===== src/rtl/chunked_magnitude_comp.sv =====
// chunked_magnitude_comp
//   Multi-cycle magnitude comparator for WIDTH-bit operands. The operands are
//   captured on an input handshake. They are then compared CHUNK bits per
//   cycle, starting at the most significant chunk. The compare stops at the
//   first chunk that differs. Signed compares are turned into unsigned ones
//   by flipping the sign bit of both operands at capture.
//   The result is held until the output handshake. Saturating counters track
//   the number of accepted equal, less-than and greater-than results.
//
// Ports
//   clk, rst_n            clock (rising edge), asynchronous active-low reset
//   in_valid / in_ready   operand handshake; in_ready is high only when idle
//   input_a, input_b      operands (WIDTH bits)
//   signed_mode           1 = two's-complement compare, sampled at accept
//   out_valid / out_ready result handshake; result held until accepted
//   equal_to, less_than,  one-hot result flags (A==B, A<B, A>B)
//   greater_than
//   out_chunks            chunks examined for the current result (1..NCHUNK)
//   clr_cnt               synchronous clear of all result counters
//   cnt_eq, cnt_lt,       saturating counts of accepted results
//   cnt_gt
module chunked_magnitude_comp #(
    parameter int WIDTH  = 16,
    parameter int CHUNK  = 4,
    parameter int CNT_W  = 8,
    localparam int NCHUNK = WIDTH / CHUNK,
    localparam int CW     = $clog2(NCHUNK + 1)
) (
    input  logic             clk,
    input  logic             rst_n,
    input  logic             in_valid,
    output logic             in_ready,
    input  logic [WIDTH-1:0] input_a,
    input  logic [WIDTH-1:0] input_b,
    input  logic             signed_mode,
    output logic             out_valid,
    input  logic             out_ready,
    output logic             equal_to,
    output logic             less_than,
    output logic             greater_than,
    output logic [CW-1:0]    out_chunks,
    input  logic             clr_cnt,
    output logic [CNT_W-1:0] cnt_eq,
    output logic [CNT_W-1:0] cnt_lt,
    output logic [CNT_W-1:0] cnt_gt
);

    localparam int IDX_W = (NCHUNK > 1) ? $clog2(NCHUNK) : 1;
    localparam logic [IDX_W-1:0] IDX_TOP  = IDX_W'(NCHUNK - 1);
    localparam logic [IDX_W-1:0] IDX_ZERO = {IDX_W{1'b0}};
    localparam logic [CNT_W-1:0] CNT_MAX  = {CNT_W{1'b1}};
    localparam logic [CNT_W-1:0] CNT_ZERO = {CNT_W{1'b0}};

    typedef enum logic [1:0] {
        ST_IDLE = 2'd0,
        ST_CMP  = 2'd1,
        ST_DONE = 2'd2
    } state_t;

    state_t            state_r;
    state_t            state_s;
    logic [WIDTH-1:0]  a_r;
    logic [WIDTH-1:0]  b_r;
    logic [IDX_W-1:0]  idx_r;
    logic [WIDTH-1:0]  a_shift_s;
    logic [WIDTH-1:0]  b_shift_s;
    logic [CHUNK-1:0]  a_chunk_s;
    logic [CHUNK-1:0]  b_chunk_s;
    logic              accept_s;
    logic              handshake_s;
    logic              decide_s;
    logic              eq_s;
    logic              lt_s;
    logic              gt_s;
    logic [CW-1:0]     chunks_s;
    logic              eq_r;
    logic              lt_r;
    logic              gt_r;
    logic [CW-1:0]     chunks_r;
    logic              out_valid_r;
    logic              in_ready_r;
    logic [CNT_W-1:0]  cnt_eq_r;
    logic [CNT_W-1:0]  cnt_lt_r;
    logic [CNT_W-1:0]  cnt_gt_r;

    // The chunk under test is brought down to the bottom bits by a shift.
    assign a_shift_s   = a_r >> (idx_r * CHUNK);
    assign b_shift_s   = b_r >> (idx_r * CHUNK);
    assign a_chunk_s   = a_shift_s[CHUNK-1:0];
    assign b_chunk_s   = b_shift_s[CHUNK-1:0];
    assign accept_s    = in_valid && (state_r == ST_IDLE);
    assign handshake_s = out_valid_r && out_ready;

    // State register.
    always_ff @(posedge clk or negedge rst_n) begin
        if (!rst_n) begin
            state_r <= ST_IDLE;
        end else begin
            state_r <= state_s;
        end
    end

    // Next-state logic: leave CMP on the first differing chunk or after the last chunk.
    always_comb begin
        state_s = state_r;
        case (state_r)
            ST_IDLE: begin
                if (in_valid) begin
                    state_s = ST_CMP;
                end else begin
                    state_s = ST_IDLE;
                end
            end
            ST_CMP: begin
                if ((a_chunk_s != b_chunk_s) || (idx_r == IDX_ZERO)) begin
                    state_s = ST_DONE;
                end else begin
                    state_s = ST_CMP;
                end
            end
            ST_DONE: begin
                if (out_ready) begin
                    state_s = ST_IDLE;
                end else begin
                    state_s = ST_DONE;
                end
            end
            default: begin
                state_s = ST_IDLE;
            end
        endcase
    end

    // Output logic: the next flag values, which change only on the deciding CMP cycle.
    always_comb begin
        decide_s = 1'b0;
        eq_s     = eq_r;
        lt_s     = lt_r;
        gt_s     = gt_r;
        chunks_s = chunks_r;
        if ((state_r == ST_CMP) &&
            ((a_chunk_s != b_chunk_s) || (idx_r == IDX_ZERO))) begin
            decide_s = 1'b1;
            eq_s     = (a_chunk_s == b_chunk_s);
            lt_s     = (a_chunk_s <  b_chunk_s);
            gt_s     = (a_chunk_s >  b_chunk_s);
            chunks_s = CW'(NCHUNK) - CW'(idx_r);
        end else begin
            decide_s = 1'b0;
        end
    end

    // Operand capture and chunk index. In signed mode the sign bits are flipped,
    // which maps two's-complement order onto unsigned order.
    always_ff @(posedge clk or negedge rst_n) begin
        if (!rst_n) begin
            a_r   <= {WIDTH{1'b0}};
            b_r   <= {WIDTH{1'b0}};
            idx_r <= IDX_ZERO;
        end else if (accept_s) begin
            a_r   <= {input_a[WIDTH-1] ^ signed_mode, input_a[WIDTH-2:0]};
            b_r   <= {input_b[WIDTH-1] ^ signed_mode, input_b[WIDTH-2:0]};
            idx_r <= IDX_TOP;
        end else if ((state_r == ST_CMP) && !decide_s) begin
            idx_r <= idx_r - IDX_W'(1);
        end else begin
            idx_r <= idx_r;
        end
    end

    // Result flags and chunk count. These hold after the handshake until the next decision.
    always_ff @(posedge clk or negedge rst_n) begin
        if (!rst_n) begin
            eq_r     <= 1'b0;
            lt_r     <= 1'b0;
            gt_r     <= 1'b0;
            chunks_r <= {CW{1'b0}};
        end else begin
            eq_r     <= eq_s;
            lt_r     <= lt_s;
            gt_r     <= gt_s;
            chunks_r <= chunks_s;
        end
    end

    // Handshake outputs. These are registered copies of the next state.
    always_ff @(posedge clk or negedge rst_n) begin
        if (!rst_n) begin
            out_valid_r <= 1'b0;
            in_ready_r  <= 1'b1;
        end else begin
            out_valid_r <= (state_s == ST_DONE);
            in_ready_r  <= (state_s == ST_IDLE);
        end
    end

    // Saturating result counters. A clear takes priority over a coinciding handshake.
    always_ff @(posedge clk or negedge rst_n) begin
        if (!rst_n) begin
            cnt_eq_r <= CNT_ZERO;
            cnt_lt_r <= CNT_ZERO;
            cnt_gt_r <= CNT_ZERO;
        end else if (clr_cnt) begin
            cnt_eq_r <= CNT_ZERO;
            cnt_lt_r <= CNT_ZERO;
            cnt_gt_r <= CNT_ZERO;
        end else if (handshake_s) begin
            if (eq_r && (cnt_eq_r != CNT_MAX)) begin
                cnt_eq_r <= cnt_eq_r + CNT_W'(1);
            end else begin
                cnt_eq_r <= cnt_eq_r;
            end
            if (lt_r && (cnt_lt_r != CNT_MAX)) begin
                cnt_lt_r <= cnt_lt_r + CNT_W'(1);
            end else begin
                cnt_lt_r <= cnt_lt_r;
            end
            if (gt_r && (cnt_gt_r != CNT_MAX)) begin
                cnt_gt_r <= cnt_gt_r + CNT_W'(1);
            end else begin
                cnt_gt_r <= cnt_gt_r;
            end
        end else begin
            cnt_eq_r <= cnt_eq_r;
            cnt_lt_r <= cnt_lt_r;
            cnt_gt_r <= cnt_gt_r;
        end
    end

    assign in_ready     = in_ready_r;
    assign out_valid    = out_valid_r;
    assign equal_to     = eq_r;
    assign less_than    = lt_r;
    assign greater_than = gt_r;
    assign out_chunks   = chunks_r;
    assign cnt_eq       = cnt_eq_r;
    assign cnt_lt       = cnt_lt_r;
    assign cnt_gt       = cnt_gt_r;

endmodule


===== config.mk =====
export PLATFORM = sky130hd
export DESIGN_NAME = chunked_magnitude_comp
export DESIGN_NICKNAME = d
export VERILOG_FILES = /design/src/rtl/chunked_magnitude_comp.sv
export SDC_FILE = /design/constraint.sdc
export NUM_CORES = 1
export LEC_CHECK = 0
export BUFFER_PORTS_ARGS = -buffer_cell sky130_fd_sc_hd__buf_2
export CAP_MARGIN = 10
export CORE_MARGIN = 4
export CORE_UTILIZATION = 44
export CTS_CLUSTER_DIAMETER = 150
export DETAILED_ROUTE_END_ITERATION = 16
export GPL_ROUTABILITY_DRIVEN = 0
export PLACE_DENSITY = 0.66
export SYNTH_ARGS = -nofsm -noshare
export SYNTH_HDL_FRONTEND = slang
export SYNTH_SLANG_ARGS = --single-unit

===== constraint.sdc =====
create_clock -name clk -period 5 [get_ports clk]
set_input_delay 0.5 -clock clk [delete_from_list [all_inputs] [get_ports clk]]
set_output_delay 0.5 -clock clk [all_outputs]
set_load 0.1 [all_outputs]

==> results.md, run 1 <==
- Die Y-Extent: 94.0 microns
- Worst setup EP type: flip-flop
- Register area share after synthesis: 52.4%
- Remaining Overflow, GRT: 0
- Fmax: 363 MHz
- Drc violations: 0
- Vias in the first global route: 2482
- Ys flop type: dfrtp_1
- Setup Buffers After CTS: 0
- Setup Skew: 0.00761 ns
- Die Outline Area: 0.00883 sq mm
- Sw Ratio: 40.4%
- GRT Util Overall: 16.1%
- Via/cell ratio: 4.98
- Final setup fails: 0
- Internal Pwr Total: 1200 uW
- Crit-path leading delay family: simple AND/OR/NAND/NOR gates
- FP Rows: 31
- Clock power frac: 19.7%
- Design area: 0.00385 sq mm
- CP Class: reg -> reg
- Reg clk slew, reported paths: 0.07 ns
- Cell Area, Synth: 0.00325 sq mm
- Critical-path cell list: mux4_2 > ha_1 > nand4_1 > or3b_2 > xnor2_1 > nand2_1
- Avg Inst Size Synth: 9.76 sq um
- Max stage delay cell, worst path: dfrtp_1
- Hold Crit Class: in -> async
- Syn nets: 379
- Area of the multi-input gates: 0.00147 sq mm
- Largest net degree at the start of global routing: 69
- Slew @ Worst Pin: 1.15 ns
- Most common cell after layout, fill and taps aside: nand2_1
- Number of I/O port buffers: 69
- Placed Area: 0.00368 sq mm
- TritonCTS Sinks: 68
- Post-CTS Hold Buffers: 0
- Nets: 449
- Crit-path max FO: 9
- Final wirelength: 6.65 mm
- WP data arrival: 2.92 ns
- Element type at the critical path start: flip-flop
- CP peak stage delay: 0.64 ns
- Root Driver: clkbuf_8
- Bufs and invs on worst path: 0
- Dpl hpwl: 4.77 mm
- Area growth, synth to finish: 18.6%
- Die W: 94.0 microns
- Setup TNS: 0 ns
- Post-cts resize count: 0
- Layout cells sized above 1: 25.1%
- Count of final max-slew check failures: 0
- CTS Buffer Depth: 2
- Pwr Density: 524 mW/mm^2
- Max-slew headroom: 23.5%
- # diodes: 0
- Tcrit/Tclk final: 55.0%
- Initial antenna violation count: 0
- FF+latch area: 0.00170 sq mm
- Ports: 70
- Core Util, Final: 53.4%
- Core area: 0.00721 sq mm
- Routed WL per cell: 13.1 microns
- Post-Synthesis Cells: 333
- Final Hold Fails: 0
- Fillers: 696
- Number of synthesized register bits: 68
- Iter 0 DRT Violations: 79
- Peak VDD IR: 0.215 mV
- Required time worst endpoint: 5.16 ns
- CTS tree: built
- Max Cap Viol: 0
- Post-DRT Antenna Nets: 0
- Most frequent cells in the layout: nand2_1 (110), buf_2 (69), dfrtp_1 (67)
- RSZ-0062 raised after global routing: no
- Leakage: 0.00198 uW
- P_sw: 817 uW
- Clk_lat worst skew: 0.34 ns
- Cell variety after synth: 49
- Status: completed
- Comb power frac: 38.5%
- Final min period: 2.75 ns
- Seq pwr share: 41.8%
- Initial Utilization: 45.1%
- Num CTS Buffers: 9
- DR vias: 2519
- H-Tree Depth: 3
- Warnings from Yosys: 0
- Global-route wire length before repair: 11.2 mm
- DR pass1 iterations: 4
- Ys async rst share: 100%
- EDFF count, synth: 0
==> kinds of logic after synthesis <==
| kind of cell | share of synthesized area [%] |
|---|---|
| compound gates | 7.58 |
| xor+xnor | 3.50 |
| fa+ha+maj | 3.08 |
| buf+inv | 2.46 |
| flops | 52.4 |
| mux | 7.78 |
| simple gates | 23.2 |
==> power by group through the flow <==
stage	Sequential, uW	Clock, uW	Combinational, uW
finish	845	398	778
global route	869	430	865
CTS	851	409	789
detailed placement	861	0	785
global placement	857	0	762
floorplan	986	0	476
==> final timing paths <==
kind / startpoint / endpoint / slack (ns) / cells after the start
max: idx_r[0] / idx_r[0] / 2.25 / 6
max in group asynchronous: rst_n / cnt_gt[1] / 4.08 / 2
min in group clk: input_a[12] / a_r[12] / 0.35 / 3
max reg2reg: idx_r[0] / idx_r[0] / 2.25 / 6
min reg2reg: a_r[12] / a_r[12] / 0.48 / 2
min: rst_n / cnt_lt[0] / 0.33 / 2
==> worst reg2reg max path, stage by stage (launching register included) <==
cell	delay (ns)
dfrtp_1	0.64
mux4_2	0.58
ha_1	0.34
nand4_1	0.21
or3b_2	0.58
xnor2_1	0.16
nand2_1	0.07
==> synth_stat cells (all sizes together) (2+ instances only) <==
library cell,instances,area share (%)
a21oi,10,1.5
ha,8,3.1
o21ai,9,1.5
nor2,23,2.7
a31oi,2,0.38
or4,3,0.69
nor3,3,0.46
and3,3,0.73
inv,10,1.2
nor4,2,0.38
and4,2,0.62
mux2i,5,1.5
xnor2,8,2.2
and2,2,0.38
mux4,8,5.5
nand3,9,1.5
nand4,3,0.58
dfrtp,67,52
mux2,2,0.69
xor2,5,1.3
o31ai,3,0.69
a31o,2,0.54
o211ai,3,0.69
nand2,110,13
clkbuf,10,1.2
nand2b,3,0.58
==> sequential cells by signal, indices dropped and copies added, names as in the netlist <==
| register | count |
|---|---|
| equal_to | 1 |
| a_r | 16 |
| idx_r | 2 |
| out_valid | 1 |
| cnt_eq | 8 |
| state_r | 2 |
| greater_than | 1 |
| cnt_gt | 8 |
| cnt_lt | 8 |
| out_chunks | 3 |
| b_r | 16 |
| in_ready | 1 |
| less_than | 1 |
==> per-stage QoR <==
stage	hold slack (ns)	total power [uW]	cells	setup slack [ns]
floorplan	0.204	1460	333	2.59
global placement	0.463	1620	491	2.33
detailed placement	0.464	1650	491	2.23
CTS	0.337	2050	506	2.20
global route	0.342	2160	506	2.04
finish	0.326	2020	506	2.25
==> per-layer routing <==
metal  track usage [%]  vias to the layer above  wire, microns
met5                 0                        -              0
met4              6.50                        0            104
met3              3.13                        8            321
met2              26.2                       60           3140
met1              21.0                     1189           3090
li1                  -                     1262              -
==> area by class of cell <==
cell class,count,area share (%)
well taps,99,3.21
clock buffers,13,4.12
inverters,10,0.974
flip-flops and latches,68,44.2
clock inverters,2,0.260
multi-input cells,244,38.1
repair buffers,70,9.16
Note: power is estimated with default switching activity, not from simulation.
==> inputs of run 2 (changes only) <==
Settings changed: ABC_AREA set to 1, PLACE_DENSITY 0.66 to 0.68.
Clock period 5 ns to 2.3 ns, I/O delays scaled along.
==> run 2 against run 1 <==
  * Via count grew 24%
  * Cell count grew 26%
  * Highest routed layer unchanged
  * Sequential cell count is the same
  * Synthesized cell count grew 38%
  * Largest cell class unchanged
  * Largest power group is now combinational cells
  * First-iteration DRC count grew 54%
  * Core utilization grew 0.26 points
==> results.md, run 2 <==
- P_sw: 2230 uW
- Register area share after synthesis: 48.0%
- Global-route wire length before repair: 14.1 mm
- Seq pwr share: 37.9%
- Most common cell after layout, fill and taps aside: nand2_1
- Comb power frac: 44.8%
- TritonCTS Sinks: 68
- Hold Crit Class: in -> reg
- Ys async rst share: 100%
- Syn nets: 507
- Setup Skew: 0.00867 ns
- Final min period: 2.13 ns
- Critical-path cell list: clkinvlp_4 > a32o_1 > ha_1 > nand2_1 > o21ai_2 > nand2_2 > nor2_1 > a21oi_1
- Leakage: 0.00217 uW
- Initial antenna violation count: 0
- Bufs and invs on worst path: 1
- H-Tree Depth: 3
- CP peak stage delay: 0.44 ns
- Slew @ Worst Pin: 0.494 ns
- Max-slew headroom: 67.3%
- WP data arrival: 2.33 ns
- Core area: 0.00777 sq mm
- Reg clk slew, reported paths: 0.07 ns
- Yosys top cell by area: dfrtp_1
- Number of synthesized register bits: 68
- Hold Crit Endpoint: a_r[4]
- Internal Pwr Total: 2630 uW
- Pwr Density: 1170 mW/mm^2
- Commonest cells post-synth: nand2_1 (186), dfrtp_1 (67), nor2_1 (40)
- Cell variety after synth: 29
- Drc violations: 0
- Layout cells sized above 1: 22.3%
- Max stage delay cell, worst path: dfrtp_1
- Top Registers: a_r x16, b_r x16
- Num CTS Buffers: 9
- Max Cap Viol: 0
- Die Outline Area: 0.00956 sq mm
- Crit-path max FO: 14
- Crit-path leading delay family: compound AO/OA/AOI/OAI gates
- Peak VDD IR: 0.546 mV
- Routed WL per cell: 12.4 microns
- Worst R2R Start: idx_r[1]
- FF+latch area: 0.00170 sq mm
- DR vias: 3116
- Count of final max-slew check failures: 0
- Most frequent cells in the layout: nand2_1 (186), buf_2 (69), dfrtp_1 (67)
- Number of I/O port buffers: 69
- Status: completed
- FF-to-FF path depth: 8
- CTS Buffer Depth: 2
- Avg Inst Size Synth: 7.69 sq um
- Clk_lat worst skew: 0.34 ns
- Worst setup EP type: flip-flop
- Ports: 70
- Ranking of synthesized cells by area: dfrtp_1 (47%), nand2_1 (20%), nor2_1 (4.2%)
- Via/cell ratio: 4.87
- Most common cell in the netlist: nand2_1
- Nets: 579
- # diodes: 0
- Final setup fails: 0
- Worst Hold Depth: 3
- Area of the multi-input gates: 0.00162 sq mm
- Min-delay src: input_a[4]
- Sw Ratio: 45.8%
- Warnings from Yosys: 0
- Setup TNS: 0 ns
- FP Rows: 32
- CTS tree: built
- Element type at the critical path start: flip-flop
- Final worst slack: 0.172 ns
- Final wirelength: 7.93 mm
- Largest net degree at the start of global routing: 34
- DR pass1 iterations: 4
- Post-DRT Antenna Nets: 0
- Cell Area, Synth: 0.00354 sq mm
- PnR Total Power: 4860 uW
- Remaining Overflow, GRT: 0
- Die W: 97.8 microns
- CP Class: reg -> reg
- Final Hold Fails: 0
- RSZ-0062 raised after global routing: no
- Iter 0 DRT Violations: 122
- Setup Buffers After CTS: 0
- Die Y-Extent: 97.8 microns
- Yosys top cell area share: 47.3%
- GRT Util Overall: 17.8%
- Fmax: 470 MHz
- Dpl hpwl: 5.97 mm
- Clock power frac: 17.3%
- Initial Utilization: 45.6%
- Root Driver: clkbuf_8
- EDFF count, synth: 0
- Post-Place Setup Slack: 0.184 ns
- Fillers: 764
- Reg-to-reg endpoint: out_chunks[0]
- Vias in the first global route: 3035
- Area growth, synth to finish: 17.6%
- Placed Area: 0.00400 sq mm
- Ys flop type: dfrtp_1
- Required time worst endpoint: 2.50 ns
- Design area: 0.00417 sq mm
- Tcrit/Tclk final: 92.5%
- R2r setup slk: 0.17 ns
- Post-Synthesis Cells: 461
## run 2: cells by family after synthesis
family	after synthesis	share of synthesized area (%)
AND/OR/NAND/NOR	281	34.0
AO/OA/AOI/OAI	46	7.66
buffers and inverters	53	6.21
flip-flops	68	48.0
XOR/XNOR	5	1.24
adder cells (fa/ha/maj)	8	2.82
## run 2: stage by stage
step,cells,util [%],hold slack (ns)
final,640,53.7,0.0837
after global routing,640,53.7,0.0763
after CTS,640,53.6,0.0735
after detailed placement,623,51.4,0.211
after global placement,623,51.4,0.204
after floorplan,461,-,-0.0656
## run 2: layout make-up
class,instances,area share [%]
tap,102,3.06
clock buffer,16,3.84
multi-input combinational,340,38.9
inverter,40,3.81
timing repair buffer,74,9.54
sequential,68,40.8
## run 2: worst max path at each step
stage / from / endpoint / slack (ns) / cells past startpoint
after floorplan: cnt_gt[1] / cnt_gt[3] / 0.32 / 9
after global placement: idx_r[1] / out_chunks[0] / 0.31 / 9
after detailed placement: idx_r[1] / out_chunks[0] / 0.18 / 9
after CTS: idx_r[1] / out_chunks[0] / 0.17 / 9
after global routing: idx_r[1] / out_chunks[0] / 0.002 / 8
final: idx_r[1] / out_chunks[0] / 0.17 / 8
## run 2: layer usage
metal	global-route usage, %	vias to the layer above	wire length [microns]
met5	0	-	0
met4	5.01	0	78
met3	4.79	6	420
met2	29.0	78	3820
met1	23.4	1417	3600
li1	-	1615	-
## run 2: timing repair
| action | CTS | global route |
|---|---|---|
| endpoints found under the hold margin | 15 | 0 |
| endpoints found under the setup margin | 0 | 3 |
| resized for setup | 0 | 1 |
| hold buffers | 1 | 0 |
## run 2: power by group through the flow
stage,logic (uW),clock network (uW),registers [uW]
3_5_place_dp,2180,0,1860
3_3_place_gp,2110,0,1860
2_1_floorplan,1260,0,2280
5_1_grt,2460,931,1880
6_report,2180,841,1840
4_1_cts,2190,867,1840
## run 2: worst min-delay path, stage by stage
cell     delay [ns]
buf_2          0.07
nand2_1        0.04
nand2_1        0.04
